## config.mk

```make
export PLATFORM = sky130hd
export DESIGN_NAME = vga_register_panel_flat
export DESIGN_NICKNAME = d
export VERILOG_FILES = /design/src/rtl/vga_panel_pkg.sv /design/src/rtl/vga_register_panel_if.sv /design/src/rtl/vga_panel_capture.sv /design/src/rtl/vga_register_panel.sv /design/src/flat_wrapper.sv
export SDC_FILE = /design/constraint.sdc
export NUM_CORES = 1
export LEC_CHECK = 0
export CAP_MARGIN = 40
export CORE_MARGIN = 2
export CORE_UTILIZATION = 35
export CTS_CLUSTER_SIZE = 16
export DETAILED_ROUTE_END_ITERATION = 8
export SYNTH_ARGS = -nofsm -noshare
export SYNTH_HDL_FRONTEND = slang
export SYNTH_SLANG_ARGS = --single-unit
```

## constraint.sdc

```tcl
create_clock -name clk -period 11.8 [get_ports clk]
set_input_delay 2.36 -clock clk [delete_from_list [all_inputs] [get_ports clk]]
set_output_delay 2.36 -clock clk [all_outputs]
set_load 0.01 [all_outputs]
```

## src/rtl/vga_panel_pkg.sv

```systemverilog
// Shared constants and types for the VGA register debug panel.
package vga_panel_pkg;

   localparam logic [2:0] COL_SET_CHG = 3'b110;
   localparam logic [2:0] COL_SET     = 3'b100;
   localparam logic [2:0] COL_CLR_CHG = 3'b001;
   localparam logic [2:0] COL_CLR     = 3'b000;

   localparam int SQ_SIZE  = 5;
   localparam int SQ_PITCH = 10;
   localparam int ROW_H    = 6;
   localparam int MAX_REGS = 8;

   typedef enum logic [1:0] {
      IDLE    = 2'd0,
      CAPTURE = 2'd1,
      COMMIT  = 2'd2
   } cap_state_e;

   function automatic logic [2:0] bit_colour(input logic set, input logic chg);
      case ({set, chg})
         2'b11:   return COL_SET_CHG;
         2'b10:   return COL_SET;
         2'b01:   return COL_CLR_CHG;
         default: return COL_CLR;
      endcase
   endfunction

endpackage

```

## src/rtl/vga_register_panel_if.sv

```systemverilog
// Bundle of CPU register-read and VGA pixel signals around the panel.
interface vga_register_panel_if;
   logic [7:0]  reg_data;
   logic [2:0]  reg_sel;
   logic        freeze;
   logic [10:0] vga_h;
   logic [10:0] vga_v;
   logic [2:0]  bg;
   logic [2:0]  pixel_out;
   logic        display_on;
   logic        busy;

   modport master (
      output reg_data, freeze, vga_h, vga_v, bg,
      input  reg_sel, pixel_out, display_on, busy
   );

   modport slave (
      input  reg_data, freeze, vga_h, vga_v, bg,
      output reg_sel, pixel_out, display_on, busy
   );
endinterface

```

## src/rtl/vga_panel_capture.sv

```systemverilog
// Per-frame register snapshot: walks reg_sel, stages values, then commits
// shadow/changed together so the display never sees a partial snapshot.
module vga_panel_capture
   import vga_panel_pkg::*;
#(
   parameter int N_REGS    = 8,
   parameter int CAPTURE_V = 481
) (
   input  logic        clk,
   input  logic        reset,
   input  logic [10:0] vga_h,
   input  logic [10:0] vga_v,
   input  logic        freeze,
   input  logic [7:0]  reg_data,
   output logic [2:0]  reg_sel,
   output logic        busy,
   output logic [63:0] shadow_flat,
   output logic [63:0] changed_flat
);

   localparam logic [10:0] CAP_V  = 11'(CAPTURE_V);
   localparam logic [3:0]  K_LAST = 4'(N_REGS);

   cap_state_e state_q, state_d;
   logic [3:0] k_q, k_d, k_m1;
   logic [7:0] staging_q [MAX_REGS];
   logic [7:0] staging_d [MAX_REGS];
   logic [7:0] shadow_q  [MAX_REGS];
   logic [7:0] shadow_d  [MAX_REGS];
   logic [7:0] changed_q [MAX_REGS];
   logic [7:0] changed_d [MAX_REGS];

   always_ff @(posedge clk or posedge reset) begin
      if (reset) begin
         state_q <= IDLE;
         k_q     <= '0;
         for (int i = 0; i < MAX_REGS; i++) begin
            staging_q[i] <= '0;
            shadow_q[i]  <= '0;
            changed_q[i] <= '0;
         end
      end else begin
         state_q   <= state_d;
         k_q       <= k_d;
         staging_q <= staging_d;
         shadow_q  <= shadow_d;
         changed_q <= changed_d;
      end
   end

   always_comb begin
      state_d   = state_q;
      k_d       = k_q;
      staging_d = staging_q;
      shadow_d  = shadow_q;
      changed_d = changed_q;
      reg_sel   = '0;
      k_m1      = k_q - 4'd1;
      case (state_q)
         IDLE: begin
            if (vga_v == CAP_V && vga_h == 11'd0 && !freeze) begin
               state_d = CAPTURE;
               k_d     = '0;
            end
         end
         CAPTURE: begin
            if (k_q < K_LAST) reg_sel = k_q[2:0];
            // reg_data lags reg_sel by a cycle, so step k lands register k-1
            if (k_q != 4'd0) staging_d[k_m1[2:0]] = reg_data;
            if (k_q == K_LAST) state_d = COMMIT;
            else               k_d     = k_q + 4'd1;
         end
         COMMIT: begin
            for (int i = 0; i < MAX_REGS; i++) begin
               changed_d[i] = staging_q[i] ^ shadow_q[i];
               shadow_d[i]  = staging_q[i];
            end
            state_d = IDLE;
         end
         default: state_d = IDLE;
      endcase
   end

   always_comb begin
      busy = (state_q != IDLE);
      for (int i = 0; i < MAX_REGS; i++) begin
         shadow_flat[8*i +: 8]  = shadow_q[i];
         changed_flat[8*i +: 8] = changed_q[i];
      end
   end

endmodule

```

## src/rtl/vga_register_panel.sv

```systemverilog
// VGA debug overlay showing up to eight CPU registers as rows of bit squares,
// highlighting bits that changed at the last snapshot.
module vga_register_panel
   import vga_panel_pkg::*;
#(
   parameter int START_H   = 10,
   parameter int START_V   = 380,
   parameter int ROW_PITCH = 8,
   parameter int N_REGS    = 8,
   parameter int CAPTURE_V = 481
) (
   input  logic                 clk,
   input  logic                 reset,
   vga_register_panel_if.slave  bus
);

   localparam logic [10:0] SH   = 11'(START_H);
   localparam logic [10:0] SV   = 11'(START_V);
   localparam logic [10:0] H_LO = 11'(START_H - SQ_SIZE);
   localparam logic [10:0] H_HI = 11'(START_H + 8 * SQ_PITCH);

   logic [63:0] shadow_flat, changed_flat;
   logic [10:0] dv, dh, line;
   logic [2:0]  row, bj;
   logic        in_row, in_span, in_sq;
   logic [2:0]  pixel_q, pixel_d;
   logic        on_q, on_d;

   vga_panel_capture #(
      .N_REGS    (N_REGS),
      .CAPTURE_V (CAPTURE_V)
   ) u_capture (
      .clk          (clk),
      .reset        (reset),
      .vga_h        (bus.vga_h),
      .vga_v        (bus.vga_v),
      .freeze       (bus.freeze),
      .reg_data     (bus.reg_data),
      .reg_sel      (bus.reg_sel),
      .busy         (bus.busy),
      .shadow_flat  (shadow_flat),
      .changed_flat (changed_flat)
   );

   // Row and bit lookup by comparison chains; rows never overlap as pitch >= 6
   always_comb begin
      dv     = bus.vga_v - SV;
      dh     = bus.vga_h - SH;
      in_row = 1'b0;
      row    = '0;
      line   = '0;
      in_sq  = 1'b0;
      bj     = '0;
      if (bus.vga_v >= SV) begin
         for (int i = 0; i < N_REGS; i++) begin
            if (dv >= 11'(i * ROW_PITCH) && dv < 11'(i * ROW_PITCH + ROW_H)) begin
               in_row = 1'b1;
               row    = 3'(i);
               line   = dv - 11'(i * ROW_PITCH);
            end
         end
      end
      in_span = (bus.vga_h >= H_LO) && (bus.vga_h < H_HI);
      if (bus.vga_h >= SH) begin
         for (int c = 0; c < 8; c++) begin
            if (dh >= 11'(c * SQ_PITCH) && dh < 11'(c * SQ_PITCH + SQ_SIZE)) begin
               in_sq = 1'b1;
               bj    = 3'(7 - c);
            end
         end
      end
      on_d    = in_row && in_span;
      pixel_d = bus.bg;
      if (on_d && in_sq && line < 11'(SQ_SIZE))
         pixel_d = bit_colour(shadow_flat[{row, bj}], changed_flat[{row, bj}]);
   end

   always_ff @(posedge clk or posedge reset) begin
      if (reset) begin
         pixel_q <= '0;
         on_q    <= 1'b0;
      end else begin
         pixel_q <= pixel_d;
         on_q    <= on_d;
      end
   end

   assign bus.pixel_out  = pixel_q;
   assign bus.display_on = on_q;

endmodule

```

## src/flat_wrapper.sv

```systemverilog
// flat-port wrapper written by rule: the top's interface ports become plain ports
module vga_register_panel_flat import vga_panel_pkg::*;
#(
   parameter int START_H   = 10,
   parameter int START_V   = 380,
   parameter int ROW_PITCH = 8,
   parameter int N_REGS    = 8,
   parameter int CAPTURE_V = 481
)
  (clk, reset, bus_reg_data, bus_freeze, bus_vga_h, bus_vga_v, bus_bg, bus_reg_sel, bus_pixel_out, bus_display_on, bus_busy);
  vga_register_panel_if bus_i ();
  input  logic clk;
  input  logic reset;
  input wire logic [$bits(bus_i.reg_data)-1:0] bus_reg_data;
  input wire logic [$bits(bus_i.freeze)-1:0] bus_freeze;
  input wire logic [$bits(bus_i.vga_h)-1:0] bus_vga_h;
  input wire logic [$bits(bus_i.vga_v)-1:0] bus_vga_v;
  input wire logic [$bits(bus_i.bg)-1:0] bus_bg;
  output wire logic [$bits(bus_i.reg_sel)-1:0] bus_reg_sel;
  output wire logic [$bits(bus_i.pixel_out)-1:0] bus_pixel_out;
  output wire logic [$bits(bus_i.display_on)-1:0] bus_display_on;
  output wire logic [$bits(bus_i.busy)-1:0] bus_busy;
  assign bus_i.reg_data = bus_reg_data;
  assign bus_i.freeze = bus_freeze;
  assign bus_i.vga_h = bus_vga_h;
  assign bus_i.vga_v = bus_vga_v;
  assign bus_i.bg = bus_bg;
  assign bus_reg_sel = bus_i.reg_sel;
  assign bus_pixel_out = bus_i.pixel_out;
  assign bus_display_on = bus_i.display_on;
  assign bus_busy = bus_i.busy;
  vga_register_panel #(.START_H(START_H), .START_V(START_V), .ROW_PITCH(ROW_PITCH), .N_REGS(N_REGS), .CAPTURE_V(CAPTURE_V)) u_core (.clk(clk), .reset(reset), .bus(bus_i));
endmodule
```

==> Yosys cells after proc, flatten, opt, wreduce, memory -nomap -nowiden <==
Index checks and enable logic that the tools add are counted.
{ "op_classes": {"n_addsub": 11, "order_cmp": 41, "mul": 0, "shift": 0, "n_div": 0, "n_reduce_logical": 32, "n_mux": 61, "eq_ne": 10, "bitwise": 9} }
{ "op_table": {"columns": ["op", "count"], "rows": [
  ["11-bit two-way mux", 9],
  ["11-bit by 6-bit greater-or-equal comparator with 1-bit output (second input constant)", 7],
  ["11-bit by 6-bit less-than comparator with 1-bit output (second input constant)", 7],
  ["64-bit bitwise mux", 1],
  ["8-bit bitwise XOR", 8],
  ["3-bit two-way mux", 17],
  ["11-bit by 5-bit greater-or-equal comparator with 1-bit output (second input constant)", 4],
  ["11-bit by 6-bit subtractor with 11-bit output (second input constant)", 4],
  ["11-bit by 4-bit greater-or-equal comparator with 1-bit output (second input constant)", 3],
  ["11-bit by 3-bit less-than comparator with 1-bit output (second input constant)", 3],
  ["11-bit by 5-bit less-than comparator with 1-bit output (second input constant)", 3],
  ["11-bit by 7-bit less-than comparator with 1-bit output (second input constant)", 3],
  ["8-bit demux with 3-bit select", 1],
  ["1-bit logical AND", 23],
  ["11-bit by 1-bit greater-or-equal comparator with 1-bit output (second input constant)", 2],
  ["11-bit by 4-bit less-than comparator with 1-bit output (second input constant)", 2],
  ["11-bit by 4-bit subtractor with 11-bit output (second input constant)", 2],
  ["11-bit by 5-bit subtractor with 11-bit output (second input constant)", 2],
  ["1-bit two-way mux", 21],
  ["1-bit binary-select mux with 6-bit select", 2],
  ["11-bit by 9-bit == test with 1-bit output (second input constant)", 1],
  ["11-bit by 3-bit greater-or-equal comparator with 1-bit output (second input constant)", 1],
  ["11-bit by 7-bit greater-or-equal comparator with 1-bit output (second input constant)", 1],
  ["11-bit by 9-bit greater-or-equal comparator with 1-bit output (second input constant)", 1],
  ["25 further kinds", 36]
]} }
{ "totals": {"reg_bits": 202, "memories": 0, "ram_bits": 0, "elab_cells": 192, "mem_bits_ro": 0, "out_inout_bits": 8, "latch_bits": 0} }

==> Longest topological paths before layout <==
{ "logic_depth": {"word_depth": 17, "mapped_depth": 18} }

==> Modules after synthesis <==
A second synthesis with hierarchy kept.
{ "unflattened": {"hier_cells": 1072, "area_unflattened_um2": 11631.2} }
{ "modules_own_cells": {"columns": ["mod", "area_per_inst_um2", "cells_each", "n_inst"], "rows": [
  ["vga_panel_capture", 8041.5, 592, 1],
  ["vga_register_panel", 3589.7, 480, 1]
]} }

==> Least setup slack after synthesis <==
Ideal clock, no wire load.
{ "synth_path": {"path_kind": "input port to flip-flop", "from": "input bus_vga_v[2]", "to": "register u_core.pixel_q[0] (netlist: u_core.bus.pixel_out[0])", "path_buffers": 1, "path_slack_ns": 5.664, "t_arrival_ns": 6.070, "stages": 15, "path_cell_list": "ha_1 > buf_2 > xor2_1 > inv_1 > ha_1 > or3b_2 > a21oi_1 > nor2_1 > or4_4 > a31oi_2 > inv_1 > o311a_1 > a2111o_1 > a41oi_2 > a22o_1"} }
{ "synth_via": {"elab_chain_len": 16} }
{ "synth_lines": {"columns": ["element", "line", "rtl"], "rows": [
  ["from (decl)", "flat_wrapper.sv:17", "input wire logic [$bits(bus_i.vga_v)-1:0] bus_vga_v;"],
  ["11-bit by 9-bit subtractor with 11-bit output", "vga_register_panel.sv:47", "dv = bus.vga_v - SV;"],
  ["11-bit by 4-bit greater-or-equal comparator with 1-bit output, or another cell as far along", "vga_register_panel.sv:56", "if (dv >= 11'(i * ROW_PITCH) && dv < 11'(i * ROW_PITCH + ROW_H)) begin"],
  ["1-bit logical AND", "vga_register_panel.sv:56", null],
  ["1-bit two-way mux", "vga_register_panel.sv:56", null],
  ["2-bit two-way mux / 1-bit two-way mux (equally long branches) (2 in a row)", "vga_register_panel.sv:56", null],
  ["3-bit two-way mux / 1-bit two-way mux (equally long branches) (4 in a row)", "vga_register_panel.sv:56", null],
  ["3-bit two-way mux / 1-bit two-way mux (equally long branches)", "vga_register_panel.sv:54, vga_register_panel.sv:56", null],
  ["1-bit binary-select mux with 6-bit select / 1-bit two-way mux (equally long branches)", "vga_register_panel.sv:75, vga_register_panel.sv:54", null],
  ["1-bit two-way mux (not written as such) / 1-bit logical AND (equally long branches)", "vga_register_panel.sv:75, vga_register_panel.sv:72", null],
  ["2-bit by 1-bit == test with 1-bit output, or another cell as far along", "vga_panel_pkg.sv:21", "case ({set, chg})"],
  ["3-bit case mux with 3 select lines / 1-bit logical AND (equally long branches)", "vga_panel_pkg.sv:21, vga_register_panel.sv:74", null],
  ["3-bit two-way mux (*)", "vga_register_panel.sv:74", "if (on_d && in_sq && line < 11'(SQ_SIZE))"],
  ["net u_core.pixel_d[0]", "vga_register_panel.sv:26", "logic [2:0] pixel_q, pixel_d;"],
  ["to (signal assigned)", "vga_register_panel.sv:83", "pixel_q <= pixel_d;"],
  ["to (decl)", "vga_register_panel.sv:26", null]
]} }
The timed path passes the listed nets; every way through them passes the cells marked *. The select of a mux whose other input is x is not followed.
A chain may end at the register's enable or synchronous reset.

==> Worst setup path after layout <==
{ "layout_path": {"from": "input bus_vga_v[2]", "to": "register u_core.pixel_q[1] (netlist: u_core.bus.pixel_out[1])"} }
Same word-level chain as after synthesis.

==> flow_metrics.py <==
metrics = {
    "run_status": {
        "status": "complete, no violations",
    },
    "yosys": {
        "synth_nets": 1226,
        "synth.area.mux_share_pct": 15.6,
        "synth_warnings": 0,
        "synth.largest_area_cell": "dfrtp_1",
        "synth-xor-area-share_pct": 6.43,
        "yosysTopAreaCellShare_pct": 42.4,
        "synth_cell_types": 93,
        "seq_area_frac_synth_pct": 42.4,
        "synth_adder_area_share_pct": 2.50,
        "synthFlopType": "dfrtp_1",
        "synth_compound_area_share_pct": 15.5,
        "synth_area_leaders": "dfrtp_1 42%, mux2_2 12%, xnor2_1 5.7%",
        "async_flop_share_pct": 100,
        "syn-cell-area_sq_um": 11900,
        "ys_ff_latch": 202,
        "synth_top_family_by_area": "multiplexers",
        "synth-simple-area-share_pct": 13.6,
        "avgSynthCellArea_sq_um": 10.2,
        "syn-instance-count": 1167,
        "synth_edf_count": 0,
    },
    "sta": {
        "grt_setup_unrepaired": "false",
        "drv_slew": 0,
        "finalClockSkew_ps": 19.6,
        "max_slew_margin_pct": 29.0,
        "whs_ps": 477,
        "min_period_over_period_pct": 60.8,
        "fin_crit_ps": 7180,
        "fmax_mhz": 139,
        "fin_setup_tns_ps": 0,
        "worst_slew_pin_slew_ps": 1040,
        "hold_viol": 0,
        "finalSetupViolCount": 0,
    },
    "cells_and_area": {
        "drive_gt1_share_pct": 17.6,
        "final_common_cell": "dfrtp_1",
        "syn2layout_area_growth_pct": 13.3,
        "antennaDiodeCount": 0,
        "nets": 1238,
        "layout_common_cells": "202 x dfrtp_1, 151 x nand2_1, 132 x mux2_2",
    },
    "grt": {
        "overflow": 0,
        "grt_start_max_net_pins": 97,
        "grt_pass1_wl_microns": 50200,
        "grt_use_total_pct": 17.7,
        "antenna_found_initial": 0,
        "grt_pass1_vias": 8696,
    },
    "power": {
        "pwr-share-clk_pct": 42.7,
        "internal-power_mw": 1.25,
        "power_leakage_nw": 5.45,
        "combPwrFrac_pct": 12.2,
        "p_sw_mw": 0.421,
        "pwr-share-seq_pct": 45.1,
        "swShare_pct": 25.2,
        "ir_worst_vdd_uv": 94.3,
        "power-per-cell-area_nw_per_um2": 124,
    },
    "critical_path": {
        "slowest_stage": "clkdlybuf4s50_1",
        "cp-start-kind": "input pin",
        "crit_path_end_kind": "register",
        "cp_max_fo": 12,
        "cp.buffers_inverters": 4,
        "critical_path_required_ps": 12200,
        "worstPathCellList": "clkdlybuf4s50_1 > ha_1 > xor2_1 > buf_4 > inv_1 > ha_1 > or3b_2 > a21oi_1 > nor2_1 > nor4_1 > buf_2 > a21oi_1 > o21ai_1 > a2111o_1 > o211a_1 > o221ai_1 > or4_1 > a22o_1",
        "cp_top_family": "simple AND/OR/NAND/NOR gates",
        "path_class": "input pin to register",
        "slowest_delay_ps": 660,
        "crit_start": "bus_vga_v[2]",
        "r2r_start": "u_core.u_capture.state_q[1]$_DFFE_PP0P_",
        "arrival_ps": 7570,
        "r2r_cells": 8,
        "worst-path-stages": 18,
    },
    "clocking": {
        "cts_tree": "yes",
        "hold_buffers": 0,
        "cts_buffer_depth": 3,
        "postCtsSetupBuffers": 0,
        "htree_levels": 1,
        "clock-sinks": 202,
        "cts-root-buf": "clkbuf_16",
        "clk_pin_slew_ps": 60,
        "insertion_delay_ps": 510,
        "cts_resized": 0,
        "cts_made_buffers": 22,
    },
    "hold_path": {
        "hold_depth": 2,
        "holdCritPathClass": "register to register",
        "worstHoldStart": "u_core.u_capture.changed_flat[42]$_DFFE_PP0N_",
    },
    "drt": {
        "drt-total-wl_microns": 31900,
        "drt-initial-drc-count": 732,
        "wl_per_cell_microns": 19.4,
        "firstDrtPassIters": 5,
        "vias_per_cell": 5.50,
        "drc": 0,
        "ant_nets": 0,
        "vias": 9019,
    },
    "floorplan": {
        "num_io_pins": 44,
        "core_sq_um": 33500,
        "fp.dieH_microns": 188,
        "row_count": 67,
        "die_area_sq_um": 35500,
        "start_util_pct": 35.5,
        "die_w_microns": 188,
    },
    "place": {
        "portBuffers": 43,
        "gp_congestion": 0.921,
        "dp_hpwl_microns": 22000,
    },
    "run": {
        "maxCapViolations": 0,
    },
}
[cell families (layout without fill, tap and decap cells)]
kind of cell | after synthesis | count (layout)
flip-flops | 202 | 202
multiplexers | 169 | 169
AND/OR/NAND/NOR | 328 | 328
XOR/XNOR | 85 | 85
adder cells (fa/ha/maj) | 24 | 24
buffers and inverters | 98 | 124
AO/OA/AOI/OAI | 261 | 261
[worst register-to-register path, stage by stage (launching register included)]
cell     delay, ps
dfrtp_1        430
nor2_1         390
nand4_1        180
or4_1          420
nor3_1         700
inv_1          100
nand2_1        170
nand3_1         90
o21ai_0        100
[worst paths after layout]
path | end | slack, ps
max | u_core.bus.pixel_out[1]$_DFF_PP0_ | 4620
min | u_core.u_capture.changed_flat[42]$_DFFE_PP0N_ | 480
max reg2reg | u_core.u_capture.k_q[1]$_DFFE_PP0P_ | 9150
min reg2reg | u_core.u_capture.changed_flat[42]$_DFFE_PP0N_ | 480
max in group asynchronous | u_core.u_capture.staging_q[45]$_DFFE_PP0P_ | 7980
min in group asynchronous | u_core.u_capture.staging_q[8]$_DFFE_PP0P_ | 2260
[state kept, by name, summed over array words and instances, names as in the netlist]
name                           cells
u_core.u_capture.changed_flat     64
u_core.u_capture.shadow_flat      64
u_core.u_capture.staging_q        64
u_core.u_capture.k_q               4
u_core.bus.pixel_out               3
u_core.u_capture.state_q           2
u_core.bus.display_on              1
[layout make-up]
| cell class | instances | area, sq um |
|---|---|---|
| Tap cell | 448 | 561 |
| Clock buffer | 27 | 621 |
| Sequential cell | 202 | 5050 |
| Timing Repair Buffer | 57 | 598 |
| Inverter | 29 | 116 |
| Multi-Input combinational cell | 867 | 6410 |
| Clock inverter | 11 | 133 |
| Fill cell | 3299 | 20000 |
[power groups by stage]
| stage | clock [mW] | combinational, mW | sequential (mW) |
|---|---|---|---|
| after floorplan | 0 | 0.142 | 0.760 |
| after global placement | 0 | 0.202 | 0.766 |
| after detailed placement | 0 | 0.203 | 0.767 |
| after CTS | 0.730 | 0.204 | 0.755 |
| after global routing | 0.760 | 0.225 | 0.759 |
| final | 0.714 | 0.204 | 0.755 |
[per-stage QoR]
step / setup WS, ps / utilization [%] / instances / cell area (sq um) / power (mW)
global route: 4270 / 40.2 / 1641 / 13500 / 1.74
CTS: 4700 / 40.2 / 1641 / 13500 / 1.69
detailed placement: 4190 / 38.0 / 1603 / 12700 / 0.970
global placement: 3910 / 37.7 / 1598 / 12600 / 0.968
finish: 4620 / 40.2 / 1641 / 13500 / 1.67
floorplan: 3930 / - / 1167 / 11900 / 0.902
[synthesized netlist by cell type, types with 4 or more instances]
master / number
dfrtp_1: 202
nand2_1: 151
mux2_2: 132
o21ai_0: 86
xnor2_1: 78
mux2i_1: 37
nor2_1: 36
clkbuf_1: 34
inv_1: 27
a21oi_1: 26
and3_1: 23
ha_1: 23
nand3_1: 21
a211oi_1: 19
buf_2: 15
nor3_1: 15
a31oi_1: 13
a2111oi_0: 11
nand2b_1: 11
and2_1: 9
buf_4: 8
nand4_1: 8
nor4_1: 8
o211ai_1: 8
or3_1: 8
nor2b_1: 7
o21a_1: 7
o21ai_1: 7
buf_6: 6
o31ai_1: 6
a211o_1: 5
a311oi_1: 5
xor2_1: 5
a2111o_1: 4
a311o_1: 4
and4_1: 4
buf_1: 4
nor3b_1: 4
o21bai_1: 4
o22ai_1: 4
[layer usage]
layer  up-vias  share of wire [%]  GRT usage, %
met4         0                2.5          4.93
li1       4272                  -             -
met3        54                4.6          1.73
met1      4427                 47          25.1
met5         -                  0             0
met2       266                 46          29.0
(Power assumes the default switching activity.)
